### src/rtl/plic_ctx_arbiter_if.sv
// Per-context PLIC arbiter bundle: gateway/enable/priority inputs,
// claim/complete strobes, and winner/clear/irq outputs.
interface plic_ctx_arbiter_if #(
  parameter int irqmax = 73,
  parameter int prio_w = 4
);
  localparam int id_w = $clog2(irqmax);

  logic [irqmax-1:0]        i_pending;
  logic [irqmax-1:0]        i_enable;
  logic [irqmax*prio_w-1:0] i_prio;
  logic [prio_w-1:0]        i_threshold;
  logic                     i_claim;
  logic [id_w-1:0]          o_claim_id;
  logic                     i_complete;
  logic [id_w-1:0]          i_complete_id;
  logic                     o_clear_valid;
  logic [id_w-1:0]          o_clear_id;
  logic [id_w-1:0]          o_best_id;
  logic [prio_w-1:0]        o_best_prio;
  logic                     o_sweep_done;
  logic                     o_irq;

  modport master (
    output i_pending, i_enable, i_prio, i_threshold,
    output i_claim, i_complete, i_complete_id,
    input  o_claim_id, o_clear_valid, o_clear_id,
    input  o_best_id, o_best_prio, o_sweep_done, o_irq
  );

  modport slave (
    input  i_pending, i_enable, i_prio, i_threshold,
    input  i_claim, i_complete, i_complete_id,
    output o_claim_id, o_clear_valid, o_clear_id,
    output o_best_id, o_best_prio, o_sweep_done, o_irq
  );
endinterface

### src/rtl/plic_ctx_arbiter.sv
// Per-context PLIC arbiter: serial one-source-per-clock priority sweep
// with claim/complete in-service tracking.
module plic_ctx_arbiter #(
  parameter int irqmax = 73,
  parameter int prio_w = 4
) (
  input logic               i_clk,
  input logic               i_nrst,
  plic_ctx_arbiter_if.slave bus
);
  localparam int id_w = $clog2(irqmax);
  localparam logic [id_w-1:0] last_id = id_w'(irqmax - 1);

  logic [id_w-1:0]   idx;
  logic [id_w-1:0]   cand_id;
  logic [prio_w-1:0] cand_prio;
  logic [id_w-1:0]   best_id;
  logic [prio_w-1:0] best_prio;
  logic [id_w-1:0]   claim_id;
  logic [id_w-1:0]   clear_id;
  logic              clear_valid;
  logic              sweep_done;
  logic [irqmax-1:0] inservice;
  logic [irqmax-1:0] inservice_nxt;

  logic [prio_w-1:0] prio_arr [irqmax];
  logic [prio_w-1:0] cur_prio;
  logic              elig;
  logic              take;
  logic              last;
  logic              claim_hit;
  logic              cmpl_ok;
  logic [id_w-1:0]   nxt_id;
  logic [prio_w-1:0] nxt_prio;

  always_comb begin
    for (int n = 0; n < irqmax; n++) begin
      prio_arr[n] = bus.i_prio[n*prio_w +: prio_w];
    end
  end

  always_comb begin
    cur_prio  = prio_arr[idx];
    elig      = bus.i_pending[idx] & bus.i_enable[idx]
              & ~inservice[idx] & (cur_prio != '0);
    take      = elig && (cur_prio > cand_prio);
    nxt_id    = take ? idx : cand_id;
    nxt_prio  = take ? cur_prio : cand_prio;
    last      = (idx == last_id);
    claim_hit = bus.i_claim && (best_id != '0);
    cmpl_ok   = bus.i_complete && (bus.i_complete_id != '0)
              && (bus.i_complete_id <= last_id);
  end

  // Claim is applied after complete so a same-id collision leaves the bit set.
  always_comb begin
    inservice_nxt = inservice;
    if (cmpl_ok) inservice_nxt[bus.i_complete_id] = 1'b0;
    if (claim_hit) inservice_nxt[best_id] = 1'b1;
    inservice_nxt[0] = 1'b0;
  end

  always_ff @(posedge i_clk or negedge i_nrst) begin
    if (!i_nrst) begin
      idx         <= id_w'(1);
      cand_id     <= '0;
      cand_prio   <= '0;
      best_id     <= '0;
      best_prio   <= '0;
      claim_id    <= '0;
      clear_id    <= '0;
      clear_valid <= 1'b0;
      sweep_done  <= 1'b0;
      inservice   <= '0;
    end else begin
      clear_valid <= 1'b0;
      sweep_done  <= 1'b0;
      inservice   <= inservice_nxt;
      if (bus.i_claim) claim_id <= claim_hit ? best_id : '0;
      if (claim_hit) begin
        clear_valid <= 1'b1;
        clear_id    <= best_id;
        best_id     <= '0;
        best_prio   <= '0;
        idx         <= id_w'(1);
        cand_id     <= '0;
        cand_prio   <= '0;
      end else if (last) begin
        best_id    <= nxt_id;
        best_prio  <= nxt_prio;
        sweep_done <= 1'b1;
        idx        <= id_w'(1);
        cand_id    <= '0;
        cand_prio  <= '0;
      end else begin
        idx       <= idx + id_w'(1);
        cand_id   <= nxt_id;
        cand_prio <= nxt_prio;
      end
    end
  end

  assign bus.o_claim_id    = claim_id;
  assign bus.o_clear_valid = clear_valid;
  assign bus.o_clear_id    = clear_id;
  assign bus.o_best_id     = best_id;
  assign bus.o_best_prio   = best_prio;
  assign bus.o_sweep_done  = sweep_done;
  assign bus.o_irq = (best_id != '0) && (best_prio > bus.i_threshold);
endmodule

### src/flat_wrapper.sv
// flat-port wrapper written by rule: the top's interface ports become plain ports
module plic_ctx_arbiter_flat 
#(
  parameter int irqmax = 73,
  parameter int prio_w = 4
)
  (i_clk, i_nrst, bus_i_pending, bus_i_enable, bus_i_prio, bus_i_threshold, bus_i_claim, bus_i_complete, bus_i_complete_id, bus_o_claim_id, bus_o_clear_valid, bus_o_clear_id, bus_o_best_id, bus_o_best_prio, bus_o_sweep_done, bus_o_irq);
  plic_ctx_arbiter_if #(.irqmax(irqmax), .prio_w(prio_w)) bus_i ();
  input logic i_clk;
  input logic i_nrst;
  input wire logic [$bits(bus_i.i_pending)-1:0] bus_i_pending;
  input wire logic [$bits(bus_i.i_enable)-1:0] bus_i_enable;
  input wire logic [$bits(bus_i.i_prio)-1:0] bus_i_prio;
  input wire logic [$bits(bus_i.i_threshold)-1:0] bus_i_threshold;
  input wire logic [$bits(bus_i.i_claim)-1:0] bus_i_claim;
  input wire logic [$bits(bus_i.i_complete)-1:0] bus_i_complete;
  input wire logic [$bits(bus_i.i_complete_id)-1:0] bus_i_complete_id;
  output wire logic [$bits(bus_i.o_claim_id)-1:0] bus_o_claim_id;
  output wire logic [$bits(bus_i.o_clear_valid)-1:0] bus_o_clear_valid;
  output wire logic [$bits(bus_i.o_clear_id)-1:0] bus_o_clear_id;
  output wire logic [$bits(bus_i.o_best_id)-1:0] bus_o_best_id;
  output wire logic [$bits(bus_i.o_best_prio)-1:0] bus_o_best_prio;
  output wire logic [$bits(bus_i.o_sweep_done)-1:0] bus_o_sweep_done;
  output wire logic [$bits(bus_i.o_irq)-1:0] bus_o_irq;
  assign bus_i.i_pending = bus_i_pending;
  assign bus_i.i_enable = bus_i_enable;
  assign bus_i.i_prio = bus_i_prio;
  assign bus_i.i_threshold = bus_i_threshold;
  assign bus_i.i_claim = bus_i_claim;
  assign bus_i.i_complete = bus_i_complete;
  assign bus_i.i_complete_id = bus_i_complete_id;
  assign bus_o_claim_id = bus_i.o_claim_id;
  assign bus_o_clear_valid = bus_i.o_clear_valid;
  assign bus_o_clear_id = bus_i.o_clear_id;
  assign bus_o_best_id = bus_i.o_best_id;
  assign bus_o_best_prio = bus_i.o_best_prio;
  assign bus_o_sweep_done = bus_i.o_sweep_done;
  assign bus_o_irq = bus_i.o_irq;
  plic_ctx_arbiter #(.irqmax(irqmax), .prio_w(prio_w)) u_core (.i_clk(i_clk), .i_nrst(i_nrst), .bus(bus_i));
endmodule
### config.mk
export PLATFORM = sky130hd
export DESIGN_NAME = plic_ctx_arbiter_flat
export DESIGN_NICKNAME = d
export VERILOG_FILES = /design/src/rtl/plic_ctx_arbiter_if.sv /design/src/rtl/plic_ctx_arbiter.sv /design/src/flat_wrapper.sv
export SDC_FILE = /design/constraint.sdc
export NUM_CORES = 1
export LEC_CHECK = 0
export ABC_AREA = 0
export BUFFER_PORTS_ARGS = -buffer_cell sky130_fd_sc_hd__buf_2
export CORE_AREA = 2 2 187 189
export CTS_CLUSTER_DIAMETER = 150
export DETAILED_ROUTE_END_ITERATION = 10
export DIE_AREA = 0 0 189 191
export PLACE_DENSITY = 0.52
export SLEW_MARGIN = 20
export SYNTH_ARGS = -nofsm -noshare
export SYNTH_HDL_FRONTEND = slang
export SYNTH_SLANG_ARGS = --single-unit
### constraint.sdc
create_clock -name i_clk -period 5.4 [get_ports i_clk]
set_clock_uncertainty 0.2 [all_clocks]
set_input_delay 1.35 -clock i_clk [delete_from_list [all_inputs] [get_ports i_clk]]
set_output_delay 1.35 -clock i_clk [all_outputs]
set_load 0.03 [all_outputs]
==> reports/results.txt, run 1 <==
outcome - completed
worst hold start - u_core.bus.o_clear_id[1]
most common cell after layout, fill and taps aside - buf_2
Least-Margin Pin Slew - 0.963 ns
clock share of power - 18.4%
DRT Pass-1 Iters - 5
GRT Overall Usage - 27.2%
largest fanout on the critical path - 34
Placer Congestion - 0.994
layout cells sized above 1 - 51.1%
xor and xnor area share after synthesis - 0.471%
# Max-Cap Violations - 0
multiplexer share of the synthesized area - 33.0%
cts hold-fix bufs - 0
Detailed Place HPWL - 40.8 mm
first-pass GRT wire length - 70.5 mm
post-CTS setup buffer count - 0
vias in the first global route - 10.0k
Die H - 191 um
M3 GR Usage - 3.98%
M1 GR Usage - 36.4%
via count - 9912
Synth Area in Adders - 1.35%
Worst-Skew Late Latency - 0.42 ns
main combinational cell family by area after synthesis - multiplexers
core footprint - 0.0341 mm2
final wirelength - 50.2 mm
initial antenna violation count - 18
CTS Sinks - 117
combinational share of power - 60.9%
Post-Synth Simple-Gate Area - 11.3%
overflow left after global routing - 0
leakage - 0.00587 uW
Final Hold Viols - 0
Std-Cell Rows - 68
post-layout worst setup margin - 0.544 ns
RSZ-0062 raised after global routing - false
Clock Tree Buf Depth - 2
worst hold path class - reg2reg
CP required - 5.52 ns
Syn Nets - 1324
initial detailed-routing violation count - 906
period utilization - 89.9%
Setup TNS - 0 ns
Syn-to-layout area delta - 37.6%
Final Core Density - 37.5%
Synth cell types - 67
Setup crit start kind - flop
Seq pwr share - 20.7%
Reg-to-Reg Start - u_core.idx[0]
CTS Root Cell - clkbuf_16
CTS tree - yes
Worst-path clk slew - 0.06 ns
pre-CTS setup slack - 0.303 ns
Crit. End Element - flop
Max Freq - 206 MHz
Total Nets Final - 1791
compound-gate portion of the synthesized area - 17.3%
VDD IR max - 0.256 mV
DRC viols - 0
register area share after synthesis - 31.5%
Num CTS Buffers - 17
max_slew headroom - 35.6%
final setup fails - 0
Synth Warn # - 0
commonest cells after routing, fill and taps aside - buf_2 (479), o21ai_0 (162), mux4_2 (117), dfrtp_1 (114), nand2_1 (86)
Arrival @ worst endpoint - 4.98 ns
initial core utilization - 27.3%
switching share of power - 44.8%
die area - 0.0361 mm2
Post-synth EDFFs - 0
Overall Power - 6110 uW
post-synth top area share - 31.2%
post-cts repair resize count - 0
DIE WIDTH - 189 um
asr flop ratio synth - 100%
GRT met2 Usage - 46.8%
vias per inst - 5.49
CP Launch Point - u_core.idx[0]
CP Class - reg2reg
Mapped Area - 0.00930 mm2
Yosys reg bits - 117
Synth Instances - 861
Port-buffer cells - 480
Power Internal - 3370 uW
H-tree depth - 4
Post-Syn Area per Cell - 10.8 um2
Switch Pwr - 2740 uW
# IOs - 481
Period minus WS final - 4.86 ns
Synth Flop Type - dfrtp_1
Power Dens Cells - 477 mW/mm2
Max Slew Vio Count - 0
ANT nets after route - 0
top cell type by total area after synthesis - dfrtp_1
largest net degree at the start of global routing - 63
top cells by area, synth - dfrtp_1 (31%), mux4_2 (28%), o21ai_0 (8.7%)
drt wl/cell - 27.8 um
GRT busiest layer - met2
-- state kept, by name (all words and copies together) (netlist names) --
register,cells
u_core.bus.o_clear_id,7
u_core.bus.o_best_prio,4
u_core.cand_prio,4
u_core.bus.o_best_id,7
u_core.inservice,72
u_core.idx,7
u_core.bus.o_clear_valid,1
u_core.bus.o_sweep_done,1
u_core.bus.o_claim_id,7
u_core.cand_id,7
-- layout make-up --
type | count | area [um2]
fillers | 3512 | 21300
clock buffers | 17 | 425
multi-input cells | 655 | 5900
flip-flops and latches | 117 | 2940
clock inverters | 15 | 156
diodes | 9 | 22.5
repair buffers | 515 | 2710
inverters | 22 | 82.6
well taps | 455 | 569
-- power by group through the flow --
stage | Sequential, uW | Combinational, uW | Clock [uW]
floorplan | 1090 | 2650 | 0
global placement | 1290 | 3730 | 0
detailed placement | 1290 | 3730 | 0
CTS | 1280 | 3750 | 1130
global route | 1300 | 4000 | 1180
finish | 1260 | 3720 | 1120
-- metrics by stage --
stage | cell area, um2 | hold slack (ns) | std cells
CTS | 12800 | 0.276 | 1796
global placement | 12200 | 0.256 | 1764
floorplan | 9300 | 0.264 | 861
detailed placement | 12200 | 0.261 | 1764
finish | 12800 | 0.272 | 1805
global route | 12800 | 0.290 | 1802
-- routing by layer --
layer / vias to the layer above / part of all wire (%)
li1: 4324 / -
met1: 5068 / 42
met2: 460 / 50
met3: 56 / 6.5
met4: 4 / 1.6
met5: - / 0.048
-- critical path, stage by stage (launching register included) --
cell,delay [ns]
dfstp_4,1.02
buf_4,0.35
mux4_2,0.58
a221oi_1,0.46
o22ai_1,0.17
a211o_1,0.35
ha_1,0.34
o21a_1,0.11
o21ai_0,0.12
a2111oi_4,0.26
and3_2,0.42
a21oi_2,0.10
o32ai_1,0.27
-- synth_stat cells, types with 5 or more instances --
master and instances:
nand2_1 86, buf_4 7, a221oi_1 15, o21ai_0 162, mux4_2 117, nand3b_1 8
nor3_1 6, nand3_1 28, inv_1 19, nand4_1 6, dfrtp_1 116, o21ai_1 9
a22o_1 5, buf_6 10, nor2b_1 10, nor2_1 29, a21oi_1 23, ha_1 10
nand2b_1 16, mux2i_1 39, clkbuf_1 27, o211ai_1 9, buf_2 17, a22oi_1 8
-- worst paths after layout --
check                      cells past startpoint                        end  slack, ns
min reg2reg                                    2   u_core.bus.o_clear_id[1]       0.27
max                                           12  u_core.bus.o_best_prio[0]       0.54
min                                            2   u_core.bus.o_clear_id[1]       0.27
max in group asynchronous                      2              u_core.idx[0]       3.32
min in group asynchronous                      1       u_core.inservice[50]       0.83
max reg2reg                                   12  u_core.bus.o_best_prio[0]       0.54
-- cells by family (layout without fill, tap and decap cells) --
logic type | after synthesis | count (layout)
other | 0 | 9
buffers and inverters | 89 | 569
multiplexers | 160 | 160
XOR/XNOR | 5 | 5
AO/OA/AOI/OAI | 268 | 268
flip-flops | 117 | 117
adder cells (fa/ha/maj) | 10 | 10
AND/OR/NAND/NOR | 212 | 212
Power figures use the tool's default switching activity.
==> run 2: changes to the inputs <==
--- a/config.mk
+++ b/config.mk
@@ -12,6 +12,7 @@
 export DETAILED_ROUTE_END_ITERATION = 10
 export DIE_AREA = 0 0 189 191
 export PLACE_DENSITY = 0.52
+export SKIP_CTS_REPAIR_TIMING = 1
 export SLEW_MARGIN = 20
 export SYNTH_ARGS = -nofsm -noshare
 export SYNTH_HDL_FRONTEND = slang
==> constraint.sdc (replaced) <==
create_clock -name i_clk -period 5.8 [get_ports i_clk]
set_clock_uncertainty 0.2 [all_clocks]
set_input_delay 0.87 -clock i_clk [delete_from_list [all_inputs] [get_ports i_clk]]
set_output_delay 0.87 -clock i_clk [all_outputs]
set_load 0.03 [all_outputs]
==> reports/results.txt, run 2 (synthesis gave the netlist of run 1 again) <==
outcome - completed
Syn-to-layout area delta - 37.5% (about the same)
Std-Cell Rows - 68 (unchanged)
Overall Power - 5720 uW (-6.3%)
initial detailed-routing violation count - 780 (-14%)
Least-Margin Pin Slew - 0.975 ns (+0.0115 ns)
Setup TNS - 0 ns (unchanged)
CP max-delay cell - dfstp_4
largest net degree at the start of global routing - 68 (+7.9%)
Worst-path clk slew - 0.06 ns (about the same)
GRT Overall Usage - 27.8% (+0.55 points)
initial core utilization - 27.3% (unchanged)
fillcell total - 3506 (-0.17%)
overflow left after global routing - 0 (unchanged)
Met1 Routed Length - 21.0 mm (+0.22%)
final setup fails - 0 (unchanged)
H-tree depth - 4 (unchanged)
Worst-Skew Late Latency - 0.42 ns (about the same)
worst hold path class - reg2reg
DIE WIDTH - 189 um (unchanged)
final wirelength - 51.6 mm (+2.9%)
first-pass GRT wire length - 71.6 mm (+1.5%)
via count - 10.1k (+1.4%)
met3 WL post-DR - 3.81 mm (+17%)
vias per inst - 5.56 (+1.3%)
die area - 0.0361 mm2 (unchanged)
max_slew headroom - 34.5% (-1.1 points)
Period minus WS final - 5.08 ns (+0.229 ns)
DRT Pass-1 Iters - 5 (unchanged)
Setup crit start kind - flop
initial antenna violation count - 25 (+7)
commonest cells after routing, fill and taps aside - buf_2 (479), o21ai_0 (162), mux4_2 (117), dfrtp_1 (114), nand2_1 (86)
period utilization - 87.7% (-2.3 points)
Clock Tree Buf Depth - 2 (unchanged)
max reg flops - 72 (unchanged)
reg2reg setup slack - 0.72 ns (+0.17 ns)
Crit. End Element - flop
most common cell after layout, fill and taps aside - buf_2
Die H - 191 um (unchanged)
# Max-Cap Violations - 0 (unchanged)
DR WL met2 - 25.3 mm (+0.68%)
drt wl/cell - 28.6 um (+2.8%)
Power Dens Cells - 447 mW/mm2 (-6.3%)
VDD IR max - 0.204 mV (-20%)
Max Freq - 197 MHz (-4.5%)
Crit path largest cell delay - 1.02 ns (about the same)
Arrival @ worst endpoint - 5.14 ns (+0.16 ns)
ANT nets after route - 0 (unchanged)
Top Metal Used - met5
layout cells sized above 1 - 50.8% (-0.26 points)
DRC viols - 0 (unchanged)
CTS Root Cell - clkbuf_16
Reg with most FFs - u_core.inservice
Num CTS Buffers - 17 (unchanged)
Placer Congestion - 0.914 (-8.0%)
CTS Sinks - 117 (unchanged)
CP Class - reg2reg
Detailed Place HPWL - 41.7 mm (+2.3%)
largest fanout on the critical path - 36 (+5.9%)
Port-buffer cells - 480 (unchanged)
vias in the first global route - 10.3k (+2.5%)
leakage - 0.00586 uW (-0.19%)
# IOs - 481 (unchanged)
Final Hold Viols - 0 (unchanged)
CTS tree - yes
Total Nets Final - 1786 (-0.28%)
RSZ-0062 raised after global routing - false
CP Cell Sequence - buf_4 > mux4_2 > a22o_1 > a221oi_1 > o22ai_1 > a211o_1 > ha_1 > o21a_1 > o21ai_0 > a2111oi_4 > nand3_2 > nor3_1 > o32ai_1
CP required - 5.85 ns (+0.33 ns)
core footprint - 0.0341 mm2 (unchanged)
Max Slew Vio Count - 0 (unchanged)
==> run 2: final timing paths <==
check	start	depth (start not counted)	end
hold / removal	u_core.bus.o_clear_id[1]	2	u_core.bus.o_clear_id[1]
min in group asynchronous	i_nrst	1	u_core.inservice[61]
setup / recovery	u_core.idx[0]	13	u_core.bus.o_best_prio[0]
hold reg to reg	u_core.bus.o_clear_id[1]	2	u_core.bus.o_clear_id[1]
setup reg to reg	u_core.idx[0]	13	u_core.bus.o_best_prio[0]
max in group asynchronous	i_nrst	2	u_core.inservice[64]
==> run 2: area by class of cell <==
| cell class | instances | area, um2 | share of cell area, % |
|---|---|---|---|
| well taps | 455 | 569 | 4.45 |
| repair buffers | 510 | 2630 | 20.6 |
| multi-input cells | 655 | 5900 | 46.1 |
| clock inverters | 12 | 178 | 1.39 |
| inverters | 22 | 82.6 | 0.646 |
| diodes | 15 | 37.5 | 0.293 |
| clock buffers | 20 | 457 | 3.57 |
| flip-flops and latches | 117 | 2940 | 23.0 |
==> run 2: critical path: cells and delay by family (launching register included) <==
| family | cells | cell delay, ns |
|---|---|---|
| AND/OR/NAND/NOR | 2 | 0.76 |
| adder cells (fa/ha/maj) | 1 | 0.33 |
| multiplexers | 1 | 0.51 |
| AO/OA/AOI/OAI | 8 | 1.76 |
| flip-flops | 1 | 1.02 |
| buffers and inverters | 1 | 0.32 |
==> run 2: layer usage <==
metal / vias up / GRT usage [%]
met3: 62 / 5.16
li1: 4323 / -
met1: 5197 / 36.0
met4: 10 / 7.84
met2: 458 / 47.4
met5: - / 0
==> run 2: through the flow <==
stage	area [um2]	instances	worst slack, ns	util (%)	hold WS [ns]
after floorplan	9300	861	1.64	-	0.264
after global placement	12100	1759	0.794	35.5	0.257
after detailed placement	12100	1759	0.724	35.5	0.260
after CTS	12800	1791	0.701	37.4	0.276
after global routing	12800	1801	0.395	37.5	0.294
final	12800	1806	0.715	37.5	0.275
==> run 2: report_power, final <==
| group | switching [uW] | internal [uW] |
|---|---|---|
| Clock | 398 | 741 |
| Sequential | 264 | 929 |
| Combinational | 1870 | 1520 |
| Total | 2530 | 3190 |
